--- src/rtl/handshake_constant_arbiter.sv ---
// ---------------------------------------------------------------------------
// handshake_constant_arbiter
//
// Shares one registered constant-issuing output channel between NUM_REQ
// control-token requesters. Each accepted token from requester i produces
// CONST_TABLE[i] on outs one cycle later. Arbitration is round-robin,
// starting the scan at the requester after the most recently served one.
//
// Optional feature macro: HANDSHAKE_CONST_ARB_ID_OUT_EN
//   When defined, adds outs_id carrying the index of the requester whose
//   constant currently sits in the output slot.
//
// Ports:
//   clk         rising-edge clock
//   rst         asynchronous active-low reset (0 = reset asserted)
//   ctrl_valid  per-requester control token valid      [NUM_REQ]
//   ctrl_ready  per-requester ready, at most one high   [NUM_REQ]
//   outs        registered constant                     [DATA_WIDTH]
//   outs_valid  output token valid (slot FULL)
//   outs_ready  consumer ready
//   outs_id     index of the served requester (macro only) [ID_WIDTH]
// ---------------------------------------------------------------------------
module handshake_constant_arbiter #(
  parameter int NUM_REQ    = 4,
  parameter int DATA_WIDTH = 32,
  parameter int ID_WIDTH   = 2,
  // Entry i occupies bits [i*DATA_WIDTH +: DATA_WIDTH]; entry 0 is 0x0DFD.
  parameter logic [NUM_REQ*DATA_WIDTH-1:0] CONST_TABLE =
    {32'h0000_0011, 32'h0000_0033, 32'h0000_0044, 32'h0000_0DFD}
) (
  input  logic                  clk,
  input  logic                  rst,
  input  logic [NUM_REQ-1:0]    ctrl_valid,
  output logic [NUM_REQ-1:0]    ctrl_ready,
  output logic [DATA_WIDTH-1:0] outs,
  output logic                  outs_valid,
`ifdef HANDSHAKE_CONST_ARB_ID_OUT_EN
  output logic [ID_WIDTH-1:0]   outs_id,
`endif
  input  logic                  outs_ready
);

  typedef enum logic {EMPTY = 1'b0, FULL = 1'b1} slot_state_t;

  slot_state_t           state_reg, state_next;
  logic [ID_WIDTH-1:0]   prio_reg;
  logic [DATA_WIDTH-1:0] outs_reg;

  logic [DATA_WIDTH-1:0] const_arr [NUM_REQ];
  logic [ID_WIDTH-1:0]   grant_idx;
  logic                  grant_any;
  logic                  load;
  logic                  transfer;

  genvar gi;
  generate
    for (gi = 0; gi < NUM_REQ; gi++) begin : g_const
      assign const_arr[gi] = CONST_TABLE[gi*DATA_WIDTH +: DATA_WIDTH];
    end
  endgenerate

  // Slot can accept a new constant when empty or when it drains this cycle.
  assign load = (state_reg == EMPTY) || outs_ready;

  // Round-robin scan starting at prio_reg, wrapping modulo NUM_REQ.
  always_comb begin
    int idx;
    grant_any = 1'b0;
    grant_idx = '0;
    idx       = 0;
    for (int k = 0; k < NUM_REQ; k++) begin
      idx = int'(prio_reg) + k;
      if (idx >= NUM_REQ) idx = idx - NUM_REQ;
      if (!grant_any && ctrl_valid[ID_WIDTH'(idx)]) begin
        grant_any = 1'b1;
        grant_idx = ID_WIDTH'(idx);
      end
    end
  end

  // Ready is forced low while reset is asserted so nothing is accepted
  // from an upstream that is itself being reset.
  assign transfer   = grant_any && load && rst;
  assign ctrl_ready = transfer ? (NUM_REQ'(1) << grant_idx) : '0;

  always_comb begin
    state_next = state_reg;
    if (transfer) begin
      state_next = FULL;
    end else if (state_reg == FULL && outs_ready) begin
      state_next = EMPTY;
    end
  end

  always_ff @(posedge clk or negedge rst) begin
    if (!rst) begin
      state_reg <= EMPTY;
    end else begin
      state_reg <= state_next;
    end
  end

  // Data and pointer only move on a transfer, so a drain leaves outs stable.
  always_ff @(posedge clk or negedge rst) begin
    if (!rst) begin
      outs_reg <= '0;
      prio_reg <= '0;
    end else if (transfer) begin
      outs_reg <= const_arr[grant_idx];
      prio_reg <= (grant_idx == ID_WIDTH'(NUM_REQ - 1)) ? '0 : grant_idx + 1'b1;
    end
  end

`ifdef HANDSHAKE_CONST_ARB_ID_OUT_EN
  logic [ID_WIDTH-1:0] id_reg;

  always_ff @(posedge clk or negedge rst) begin
    if (!rst) begin
      id_reg <= '0;
    end else if (transfer) begin
      id_reg <= grant_idx;
    end
  end

  assign outs_id = id_reg;
`endif

  assign outs       = outs_reg;
  assign outs_valid = (state_reg == FULL);

endmodule
--- config.mk ---
export PLATFORM = sky130hd
export DESIGN_NAME = handshake_constant_arbiter
export DESIGN_NICKNAME = d
export VERILOG_FILES = /design/src/rtl/handshake_constant_arbiter.sv
export SDC_FILE = /design/constraint.sdc
export NUM_CORES = 1
export LEC_CHECK = 0
export BUFFER_PORTS_ARGS = -buffer_cell sky130_fd_sc_hd__buf_2
export CORE_AREA = 5 5 47 49
export CTS_BUF_LIST = sky130_fd_sc_hd__clkbuf_8
export CTS_CLUSTER_DIAMETER = 200
export CTS_CLUSTER_SIZE = 14
export DETAILED_ROUTE_END_ITERATION = 7
export DIE_AREA = 0 0 52 54
export PLACE_DENSITY_LB_ADDON = 0.25
export RECOVER_POWER = 100
export SLEW_MARGIN = 20
export SYNTH_ARGS = -nofsm -noshare
export SYNTH_HDL_FRONTEND = slang
export SYNTH_SLANG_ARGS = --single-unit
--- constraint.sdc ---
create_clock -name clk -period 3.5 [get_ports clk]
set_input_delay 0.175 -clock clk [delete_from_list [all_inputs] [get_ports clk]]
set_output_delay 0.175 -clock clk [all_outputs]
set_load 0.005 [all_outputs]
==> run metrics <==
status complete, no violations; Finished Layout Cells 121; Post-Synth Simple-Gate Area 0.163; final core utilization 0.396; Slew Viols, Final 0; DR iter-0 viols 1; leak pwr 0.408 nW; fmax 477 MHz; # DRC 0; Setup crit end kind output pin; WHS between 0.2 and 0.25 ns; total chip power 0.424 mW; register area 200 sq um; CTS root buf clkbuf_8; CTS tree done; # port buffers 22; fill cell count roughly 200; Crit Path Class reg -> out; Seq/Total Area, Yosys 0.293; mux contribution to synthesized area 0.0366; post-CTS sizing 0; Post-CTS Setup Inserts 0; power per cell area 587 nW/um^2; share of layout cells above drive strength 1 0.234; GPL Wtd Cong 0.678; first-pass GRT wire length 1700 microns; wire length per cell slightly below 10 microns; post-synthesis compound-gate area fraction 0.101; hold crit path type in -> reg; Final setup viols 0; row count 16; final WL ~1200 microns; multi-input logic area around 320 sq um; initial core utilization 0.376; vias 484; Distinct cells, synth 23; RSZ-0062 raised after global routing false; largest family of logic cells by synthesized area buffers and inverters; Post-Synth Adder-Cell Area 0.0731; Yosys warning count 0; max reg flops 5; CP Data Arrival Time 1.92 ns; # IOs 44; initial antenna violation count 0; VDD IR max 0.250 mV; max cap viols 0; Fin Setup TNS 0 ns; antenna-violating nets left 0; CTS Buffer Depth 2; number of H-tree levels 1; Clk Latency, worst-skew pair between 0.2 and 0.25 ns; final worst-path cycle share 0.599; GRT Total Usage 0.0862; cts bufs inserted 3; Die W roughly 52 microns; Fin. Hold Viols 0; Layout area overhead 5.48%; Die Y around 54 microns; Vias/cell 4.00; XOR/XNOR share of the synthesized area 0; slew margin rel. 0.628; Post-Syn Area per Cell roughly 9.0 sq um; CTS sink count 8; Cell Area, Synth ~680 sq um; Req. time, crit path 3.32 ns; fin crit period 2.10 ns; DPL Wire Length around 960 microns; dpl cells 117; pin count of the biggest net entering global routing 12; skew final about 0.0026 ns; Worst-Margin Slew 0.558 ns; ant diodes 0; CTS clock-pin slew for the worst setup and hold paths 0.04 ns; CP Max Fanout 6; die area 2810 sq um; gr ovfl total 0; Critical Path Start Type flop; first-pass iteration count of the detailed router 2; vias in the first global route 422; Gate Count Post-Synth 76; core area approximately 1800 sq um; Seq cells post-synth 8; nets 107
[Yosys cell counts]
| master | instances | share of area |
|---|---|---|
| inv_1 | 3 | 0.016 |
| a211oi_1 | 1 | 0.011 |
| mux2_4 | 1 | 0.022 |
| o31ai_1 | 1 | 0.011 |
| ha_1 | 4 | 0.073 |
| nor3b_1 | 1 | 0.011 |
| a21o_1 | 2 | 0.022 |
| and2_2 | 2 | 0.022 |
| mux2i_1 | 1 | 0.015 |
| buf_4 | 27 | 0.30 |
| a21oi_1 | 3 | 0.022 |
| buf_6 | 1 | 0.016 |
| and3_4 | 1 | 0.016 |
| conb_1 | 1 | 0.0055 |
| o21ai_0 | 2 | 0.015 |
| dfrtp_1 | 8 | 0.29 |
| nand2_1 | 10 | 0.055 |
| o21a_1 | 1 | 0.011 |
| and2_4 | 2 | 0.026 |
| nand3_1 | 1 | 0.0073 |
| o22ai_1 | 1 | 0.0091 |
| nand2b_1 | 1 | 0.0091 |
| or4_4 | 1 | 0.016 |
[repair_timing]
item                                    in CTS  in global routing
endpoints found under the hold margin        8                  0
hold buffers                                 1                  0
endpoints found under the setup margin       0                  0
[power by group]
group	switching (mW)	internal, mW
registers	0.0293	0.125
logic	0.0827	0.0772
clock network	0.0347	0.0744
[worst paths after layout]
| kind | cells past startpoint | slack, ns | endpoint | startpoint |
|---|---|---|---|---|
| hold reg to reg | 1 | 0.47 | outs[1]$_DFFE_PN0P_ | outs[1]$_DFFE_PN0P_ |
| setup / recovery | 6 | 1.40 | ctrl_ready[0] | prio_reg[1]$_DFFE_PN0P_ |
| max in group asynchronous | 2 | 2.68 | outs[10]$_DFFE_PN0P_ | rst |
| hold / removal | 3 | 0.25 | outs_valid$_DFFE_PN0P_ | outs_ready |
| min in group asynchronous | 2 | 0.45 | outs_valid$_DFFE_PN0P_ | rst |
| setup reg to reg | 6 | 1.65 | outs[10]$_DFFE_PN0P_ | prio_reg[1]$_DFFE_PN0P_ |
[critical path, cell delays in order, from the launching register on]
cell and delay, ns:
dfrtp_1 0.43, mux2i_1 0.14, a211oi_1 0.50, inv_1 0.14
ha_1 0.21, and2_0 0.15, clkbuf_1 0.11
[final cells by class]
class                   count  area share
multi-input cells          57       0.449
repair buffers             23       0.154
inverters                   3      0.0156
clock buffers               3      0.0572
flip-flops and latches      8       0.277
well taps                  27      0.0468
[placed cells by master, fill, tap and decap left out]
master	Yosys	layout
nand2b_1	1	1
inv_1	3	3
a21oi_1	3	3
nand3_1	1	1
o21ai_0	2	2
a21o_1	2	2
nand2_1	10	10
clkbuf_8	0	3
dfrtp_1	8	8
and3_1	0	1
ha_1	4	4
a211oi_1	1	1
and2_2	2	2
conb_1	1	21
mux2_4	1	1
buf_2	0	15
or4_4	1	1
nor3b_1	1	1
o31ai_1	1	1
o22ai_1	1	1
clkbuf_1	0	7
o21a_1	1	1
dlygate4sd3_1	0	1
mux2i_1	1	1
and2_0	0	2
[per-stage QoR]
step | setup slack [ns] | area, sq um
4_1_cts | 1.41 | 741
2_1_floorplan | 1.87 | 759
5_1_grt | 1.28 | 722
6_report | 1.40 | 722
3_5_place_dp | 1.65 | 689
3_3_place_gp | 1.70 | 689
[routing by layer]
metal  vias to the layer above  track usage  part of all wire
met5                         -            0                 0
met4                         0       0.0524                 0
met3                         0       0.0388              0.13
met2                        27        0.149              0.46
met1                       222       0.0849              0.41
li1                        235            -                 -
[kinds of logic (layout without fill, tap and decap cells)]
family                   count (synthesis)  after routing
multiplexers                             2              2
AO/OA/AOI/OAI                           11             11
flip-flops                               8              8
buffers and inverters                   31             29
adder cells (fa/ha/maj)                  4              4
AND/OR/NAND/NOR                         19             19
other                                    1             21
(Power assumes the default switching activity.)
